===== config.mk =====
export PLATFORM = sky130hd
export DESIGN_NAME = recip_seed_fetch
export DESIGN_NICKNAME = d
export VERILOG_FILES = /design/src/rtl/divider_pkg.sv /design/src/rtl/recip_seed_fetch.sv
export SDC_FILE = /design/constraint.sdc
export NUM_CORES = 1
export LEC_CHECK = 0
export BUFFER_PORTS_ARGS = -buffer_cell sky130_fd_sc_hd__buf_4
export CORE_ASPECT_RATIO = 1.25
export CORE_MARGIN = 4
export CORE_UTILIZATION = 48
export DETAILED_ROUTE_END_ITERATION = 8
export GPL_TIMING_DRIVEN = 0
export HOLD_SLACK_MARGIN = 0.03
export MAX_ROUTING_LAYER = met4
export PLACE_DENSITY = 0.77
export SYNTH_ARGS = -nofsm -noshare
export SYNTH_HDL_FRONTEND = slang
export SYNTH_SLANG_ARGS = --single-unit

===== constraint.sdc =====
create_clock -name clk -period 1.8 [get_ports clk]
set_input_delay 0.27 -clock clk [delete_from_list [all_inputs] [get_ports clk]]
set_output_delay 0.27 -clock clk [all_outputs]
set_load 0.01 [all_outputs]

===== src/rtl/divider_pkg.sv =====
// Shared types and helpers for the Newton divider front end:
// FSM state encoding, seed table depth and index extraction.
package divider_pkg;

   typedef enum logic [2:0] {
      S_LOAD,
      S_IDLE,
      S_READ,
      S_CAP,
      S_OUT
   } state_t;

   localparam int TBL_ADDR_WIDTH = 7;
   localparam int TABLE_DEPTH    = 2**TBL_ADDR_WIDTH;

   // Leading mantissa bits just below the (implicit) normalised MSB.
   function automatic logic [63:0] seed_index(
      input logic [63:0] d,
      input int          dw,
      input int          aw
   );
      return (d >> (dw - 1 - aw)) & ((64'd1 << aw) - 64'd1);
   endfunction

endpackage


===== src/rtl/recip_seed_fetch.sv =====
// Seed table loader and lookup controller in front of the
// reciprocal seed RAM; hands estimates to the Newton stage.
module recip_seed_fetch
   import divider_pkg::*;
#(
   parameter int DATA_WIDTH = 8,
   parameter int ADDR_WIDTH = 7,
   parameter int D_WIDTH    = 16
) (
   input  logic                  clk,
   input  logic                  rst,
   input  logic                  load_valid,
   output logic                  load_ready,
   input  logic [DATA_WIDTH-1:0] load_data,
   input  logic                  load_last,
   input  logic                  div_valid,
   output logic                  div_ready,
   input  logic [D_WIDTH-1:0]    div_d,
   output logic                  seed_valid,
   input  logic                  seed_ready,
   output logic [DATA_WIDTH-1:0] seed_out,
   output logic [D_WIDTH-1:0]    seed_d,
   output logic                  seed_err,
   output logic [DATA_WIDTH-1:0] ram_data,
   output logic [ADDR_WIDTH-1:0] ram_write_addr,
   output logic [ADDR_WIDTH-1:0] ram_read_addr,
   output logic                  ram_we,
   output logic                  ram_write_enable,
   input  logic [DATA_WIDTH-1:0] ram_q
);

   localparam int DEPTH = 2**ADDR_WIDTH;
   localparam logic [ADDR_WIDTH-1:0] LAST_ADDR =
      ADDR_WIDTH'(DEPTH - 1);

   state_t                  state_q;
   logic [ADDR_WIDTH-1:0]   cnt_q;
   logic [ADDR_WIDTH-1:0]   idx_q;
   logic [D_WIDTH-1:0]      div_q;
   logic                    loaded_q;
   logic                    seed_valid_q;
   logic [DATA_WIDTH-1:0]   seed_out_q;
   logic [D_WIDTH-1:0]      seed_d_q;
   logic                    seed_err_q;

   logic [ADDR_WIDTH-1:0]   idx_d;
   logic                    load_fire_d;
   logic                    load_done_d;
   logic                    rd_fire_d;

   assign idx_d = ADDR_WIDTH'(
      seed_index(64'(div_d), D_WIDTH, ADDR_WIDTH));

   assign load_ready  = (state_q == S_LOAD);
   assign div_ready   = (state_q == S_IDLE) && loaded_q;
   assign load_fire_d = load_ready && load_valid && !rst;
   assign load_done_d = load_last || (cnt_q == LAST_ADDR);
   assign rd_fire_d   = (state_q == S_READ) && !rst;

   // Write strobe follows the beat in the same cycle; the read
   // address register is clocked only during S_READ.
   assign ram_we           = load_fire_d;
   assign ram_write_enable = load_fire_d || rd_fire_d;
   assign ram_write_addr   = cnt_q;
   assign ram_data         = load_data;
   assign ram_read_addr    = idx_q;

   assign seed_valid = seed_valid_q;
   assign seed_out   = seed_out_q;
   assign seed_d     = seed_d_q;
   assign seed_err   = seed_err_q;

   always_ff @(posedge clk) begin
      if (rst) begin
         state_q      <= S_LOAD;
         cnt_q        <= '0;
         idx_q        <= '0;
         div_q        <= '0;
         loaded_q     <= 1'b0;
         seed_valid_q <= 1'b0;
         seed_out_q   <= '0;
         seed_d_q     <= '0;
         seed_err_q   <= 1'b0;
      end else begin
         unique case (state_q)
            S_LOAD: begin
               if (load_valid) begin
                  if (load_done_d) begin
                     cnt_q    <= '0;
                     loaded_q <= 1'b1;
                     state_q  <= S_IDLE;
                  end else begin
                     cnt_q <= cnt_q + 1'b1;
                  end
               end
            end
            S_IDLE: begin
               if (div_valid && loaded_q) begin
                  div_q <= div_d;
                  idx_q <= idx_d;
                  if (!div_d[D_WIDTH-1]) begin
                     seed_err_q   <= 1'b1;
                     seed_out_q   <= '1;
                     seed_d_q     <= div_d;
                     seed_valid_q <= 1'b1;
                     state_q      <= S_OUT;
                  end else begin
                     state_q <= S_READ;
                  end
               end
            end
            S_READ: state_q <= S_CAP;
            S_CAP: begin
               seed_out_q   <= ram_q;
               seed_d_q     <= div_q;
               seed_err_q   <= 1'b0;
               seed_valid_q <= 1'b1;
               state_q      <= S_OUT;
            end
            S_OUT: begin
               if (seed_ready) begin
                  seed_valid_q <= 1'b0;
                  state_q      <= S_IDLE;
               end
            end
            default: state_q <= S_LOAD;
         endcase
      end
   end

endmodule


Word-level counts from Yosys, hierarchy flattened
Cells that the tools add are included.

Register bits: 60. Input port bits: 38. Output and inout bits: 52.

Add/sub/neg operators: 1. Equal/unequal tests: 10. Mux-type cells: 18. Reductions and logical operators: 17.

Operator list (number): 16-bit 2-to-1 mux (2); 16-bit one-hot mux with 2 select lines (1); 8-bit 2-to-1 mux (2); 8-bit one-hot mux with 2 select lines (1); 3-bit 2-to-1 mux (5); 3-bit one-hot mux with 5 select lines (1); 4-bit AND reduction (2); 7-bit by 1-bit adder with 7-bit output, second input constant (1); 7-bit equality test, second input constant (1); 7-bit 2-to-1 mux (1); 3-bit by 2-bit equality test with 1-bit output, second input constant (2); 2-bit inequality test, second input constant (3); 3-bit AND reduction (2); 1-bit logical AND (5); 2-bit by 1-bit inequality test with 1-bit output, second input constant (2); 2-bit AND reduction (2); 3-bit by 1-bit equality test with 1-bit output, second input constant (1); 3-bit equality test, second input constant (1); 3-bit logical NOT (1); 1-bit 2-to-1 mux (3); 1-bit one-hot mux with 3 select lines (1); 3-bit nonzero test (1); 1-bit logical OR (2); 1-bit one-hot mux with 2 select lines (1); 2 further kinds (2).

Longest topological paths before layout
Depth after elaboration: 5. Depth in mapped cells: 7.

Worst setup path before layout
No wires, ideal clock.

Path kind: reg2reg. From: register cnt_q[0], in the netlist ram_write_addr[0]. To: register cnt_q[0], in the netlist ram_write_addr[0]. Library setup time: 0.071 ns. Arrival time: 1.397 ns. Setup slack: 0.332 ns. Stages on the path, launching flop included: 6. Path buffers: 0. Cells stage by stage: dfxtp_1 ha_1 and3_1 a41o_1 or3_1 a21oi_1.

Cells in the longest elaborated chain, start to end: 3.

RTL lines: start, declared (line recip_seed_fetch.sv:37) `logic [ADDR_WIDTH-1:0] cnt_q;`; start signal, assigned (line recip_seed_fetch.sv:93) `cnt_q <= cnt_q + 1'b1;`; parallel branches: the longest is 2 deep, another holds 7-bit by 1-bit adder with 7-bit output; 7-bit 2-to-1 mux * (line recip_seed_fetch.sv:88) `if (load_done_d) begin`.

Mark *: on every way between the ends. A chain may end at the register's enable or synchronous reset.

Final worst setup path
From: register state_q[1]. To: output port div_ready.

Cells in the longest elaborated chain, start to end: 2.

RTL lines: start, declared (line recip_seed_fetch.sv:36) `state_t state_q;`; start signal, assigned (line recip_seed_fetch.sv:75) `state_q <= S_LOAD;`; start signal, assigned (line recip_seed_fetch.sv:91) `state_q <= S_IDLE;`; start signal, assigned (line recip_seed_fetch.sv:106) `state_q <= S_OUT;`; 3-bit by 1-bit equality test with 1-bit output (line recip_seed_fetch.sv:55) `assign div_ready = (state_q == S_IDLE) && loaded_q;`; 1-bit logical AND (line recip_seed_fetch.sv:55); end, declared (line recip_seed_fetch.sv:17) `output logic div_ready,`.

Every way passes these cells.

==> flow_summary.json <==
{
  "status": "finished clean",
  "whs_path_depth": 2,
  "cts_buffers": 5,
  "place.gp.congestion": 0.7985,
  "syn_nets": 308,
  "routed_via_density": 5.185,
  "first_iter_violations": 90,
  "avgSynthCellArea_um2": 8.721,
  "io_buffers": 80,
  "wirelength_um": 5801,
  "antenna_left": 0,
  "final_util_pct": 66.01,
  "start_util_pct": 49.60,
  "postPlaceCellArea_um2": 3022,
  "grt_use_total_pct": 19.41,
  "syn2layout_area_growth_pct": 33.07,
  "place_ws_ns": 0.2430,
  "clock-sinks": 53,
  "drc": 0,
  "avgRoutedWirePerCell_um": 13.91,
  "die_h_um": 86.16,
  "holdPathEnd": "seed_valid",
  "timing.rr.start": "ram_write_addr[0]",
  "path_max_fanout": 10,
  "clk_latency_ns": 0.30,
  "grt_pass1_wl_um": 9321,
  "timing.hold.worst.start": "seed_ready",
  "gr-total-overflow": 0,
  "tightestPinTransition_ns": 0.5108,
  "r2r_slack_ns": 0.23,
  "max_freq_mhz": 589.9,
  "final-hold-violation-count": 0,
  "dieArea_um2": 6077,
  "clock-root-buffer": "clkbuf_8",
  "hold_class": "primary input to flop",
  "antenna_found_initial": 0,
  "maxSlewHeadroom_pct": 65.95,
  "io-pin-count": 90,
  "maxCapViolCount": 0,
  "vias": 2162,
  "final_cells": 417,
  "seq_area_frac_synth_pct": 45.23,
  "drtPass1Iterations": 4,
  "path_class": "flop to output pin",
  "fp.dieW_um": 70.53,
  "critPathRequiredTime_ns": 1.53,
  "post_cts_buffers": 0,
  "finalPower_mw": 2.116,
  "htree_levels": 2,
  "grt_pass1_vias": 2016,
  "maxSlewViolCount": 0,
  "endpoint_kind": "output pin",
  "r2r_cells": 5,
  "clockBufferDepth": 2,
  "syn_area_um2": 2346,
  "fin_nets": 395,
  "grt_max_degree": 17,
  "reg2reg_to": "ram_write_addr[0]",
  "yosys_warnings": 0,
  "antenna_cells": 0,
  "place_inst": 409,
  "p_per_area_nw_per_um2": 677.9,
  "dp_hpwl_um": 4378,
  "clock_skew_ns": 0.009284,
  "clkSlewWorstSetupHoldPaths_ns": 0.09,
  "setup_slack_ns": 0.1047,
  "drive_above_1_share_pct": 34.73,
  "rows": 28,
  "finalCritPeriodShare_pct": 94.18,
  "netlist_instances": 269,
  "core-area_um2": 4730,
  "synthDistinctLibCells": 39,
  "fin_crit_ns": 1.695,
  "critPathLaunchType": "flop",
  "p_leak_nw": 1.362,
  "crit_arrival_ns": 1.43,
  "peakVddDrop_v": 0.0005467,
  "finalSetupViolCount": 0,
  "cts_tree": "done",
  "post-route-cell-area_um2": 3122,
  "synth_seq_cells": 53,
  "cts_resized": 0,
  "ctsHoldBuffers": 0
}
==> per-stage QoR <==
step | setup TNS (ns) | hold WS (ns)
after CTS | 0 | 0.1698
after global routing | -0.003007 | 0.1845
final | 0 | 0.1757
after detailed placement | 0 | 0.4706
after floorplan | 0 | 0.3852
after global placement | 0 | 0.4650
==> cell families (layout without fill, tap and decap cells) <==
family / after synthesis / after routing / share of synthesized area (%)
buffers and inverters: 37 / 125 / 10.77
multiplexers: 16 / 16 / 6.827
XOR/XNOR: 4 / 4 / 1.494
adder cells (fa/ha/maj): 1 / 1 / 0.5332
AND/OR/NAND/NOR: 129 / 129 / 25.49
flip-flops: 53 / 53 / 45.23
AO/OA/AOI/OAI: 29 / 29 / 9.653
==> cell usage in the layout (no fill, tap or decap), types with 2 or more instances in the layout <==
master	instances
buf_4	102
nor2_1	62
dfxtp_1	53
nand2_1	24
nand3_1	17
mux2i_1	16
a311oi_1	16
nor3_1	10
clkbuf_1	7
buf_2	6
clkbuf_8	5
a21oi_1	4
a31oi_1	3
xor2_1	3
and3_1	2
clkinvlp_4	2
==> final cells by class <==
| cell class | count | area (um^2) |
|---|---|---|
| Buffer | 36 | 249.0 |
| Clock buffer | 6 | 72.57 |
| Clock inverter | 2 | 15.01 |
| Fill cell | 450 | 1608 |
| Inverter | 1 | 3.754 |
| Multi-Input combinational cell | 179 | 1045 |
| Sequential cell | 53 | 1061 |
| Tap cell | 60 | 75.07 |
| Timing Repair Buffer | 80 | 600.6 |
==> worst max-delay path, stage by stage, from the launching register on <==
cell	delay (ns)
dfxtp_1	0.42
buf_4	0.22
buf_2	0.25
nor3_1	0.08
buf_4	0.15
==> Yosys cell counts (all sizes together) <==
| cell | number | area [um^2] |
|---|---|---|
| nor2 | 62 | 232.7 |
| dfxtp | 53 | 1061 |
| buf | 30 | 226.5 |
| nand2 | 25 | 101.4 |
| nand3 | 17 | 85.08 |
| a311oi | 16 | 140.1 |
| mux2i | 16 | 160.2 |
| nor3 | 11 | 60.06 |
| clkbuf | 6 | 22.52 |
| a21oi | 4 | 20.02 |
| a31oi | 3 | 18.77 |
| xor2 | 3 | 26.28 |
| and3 | 2 | 12.51 |
| a211oi | 1 | 7.510 |
| a21o | 1 | 7.510 |
| a41o | 1 | 10.01 |
| and2 | 1 | 6.260 |
| and2b | 1 | 10.01 |
| and3b | 1 | 8.760 |
| ha | 1 | 12.51 |
| inv | 1 | 3.750 |
| nand2b | 1 | 6.260 |
| nand3b | 1 | 7.510 |
| nand4 | 1 | 6.260 |
| nor2b | 1 | 6.260 |
| nor3b | 1 | 12.51 |
| nor4 | 1 | 6.260 |
| nor4b | 1 | 23.77 |
| o21a | 1 | 8.760 |
| o21ai | 1 | 5.000 |
| o311ai | 1 | 8.760 |
| or2 | 1 | 6.260 |
| or3 | 1 | 6.260 |
| xnor2 | 1 | 8.760 |
==> metal layers <==
| layer | GRT usage, % | part of all wire, % | vias up |
|---|---|---|---|
| li1 | - | - | 1078 |
| met1 | 23.62 | 42 | 997 |
| met2 | 33.13 | 49 | 79 |
| met3 | 2.931 | 7.5 | 8 |
| met4 | 5.983 | 0.98 | 0 |
| met5 | - | 0 | - |
==> where the power goes <==
group / internal, mW / switching, mW / leakage [nW] / total (mW)
Sequential: 1.19 / 0.0110 / 0.428 / 1.20
Combinational: 0.132 / 0.126 / 0.897 / 0.258
Clock: 0.275 / 0.384 / 0.0374 / 0.659
==> worst max-delay path by stage <==
stage | startpoint | endpoint | slack [ns]
after global routing | state_q[1] | div_ready | -0.002
after global placement | ram_write_addr[0] | state_q[0] | 0.24
after CTS | state_q[1] | ram_write_enable | 0.06
final | state_q[1] | div_ready | 0.10
after detailed placement | ram_write_addr[0] | state_q[0] | 0.24
after floorplan | ram_write_addr[0] | ram_write_addr[0] | 0.33
==> state kept, by name, indices dropped and copies added, names as in the netlist <==
name and count:
ram_write_addr 7, seed_d 16, state_q 3, seed_out 8
seed_err 1, div_q 10, seed_valid 1, ram_read_addr 6
loaded_q 1
(Power assumes the default switching activity.)
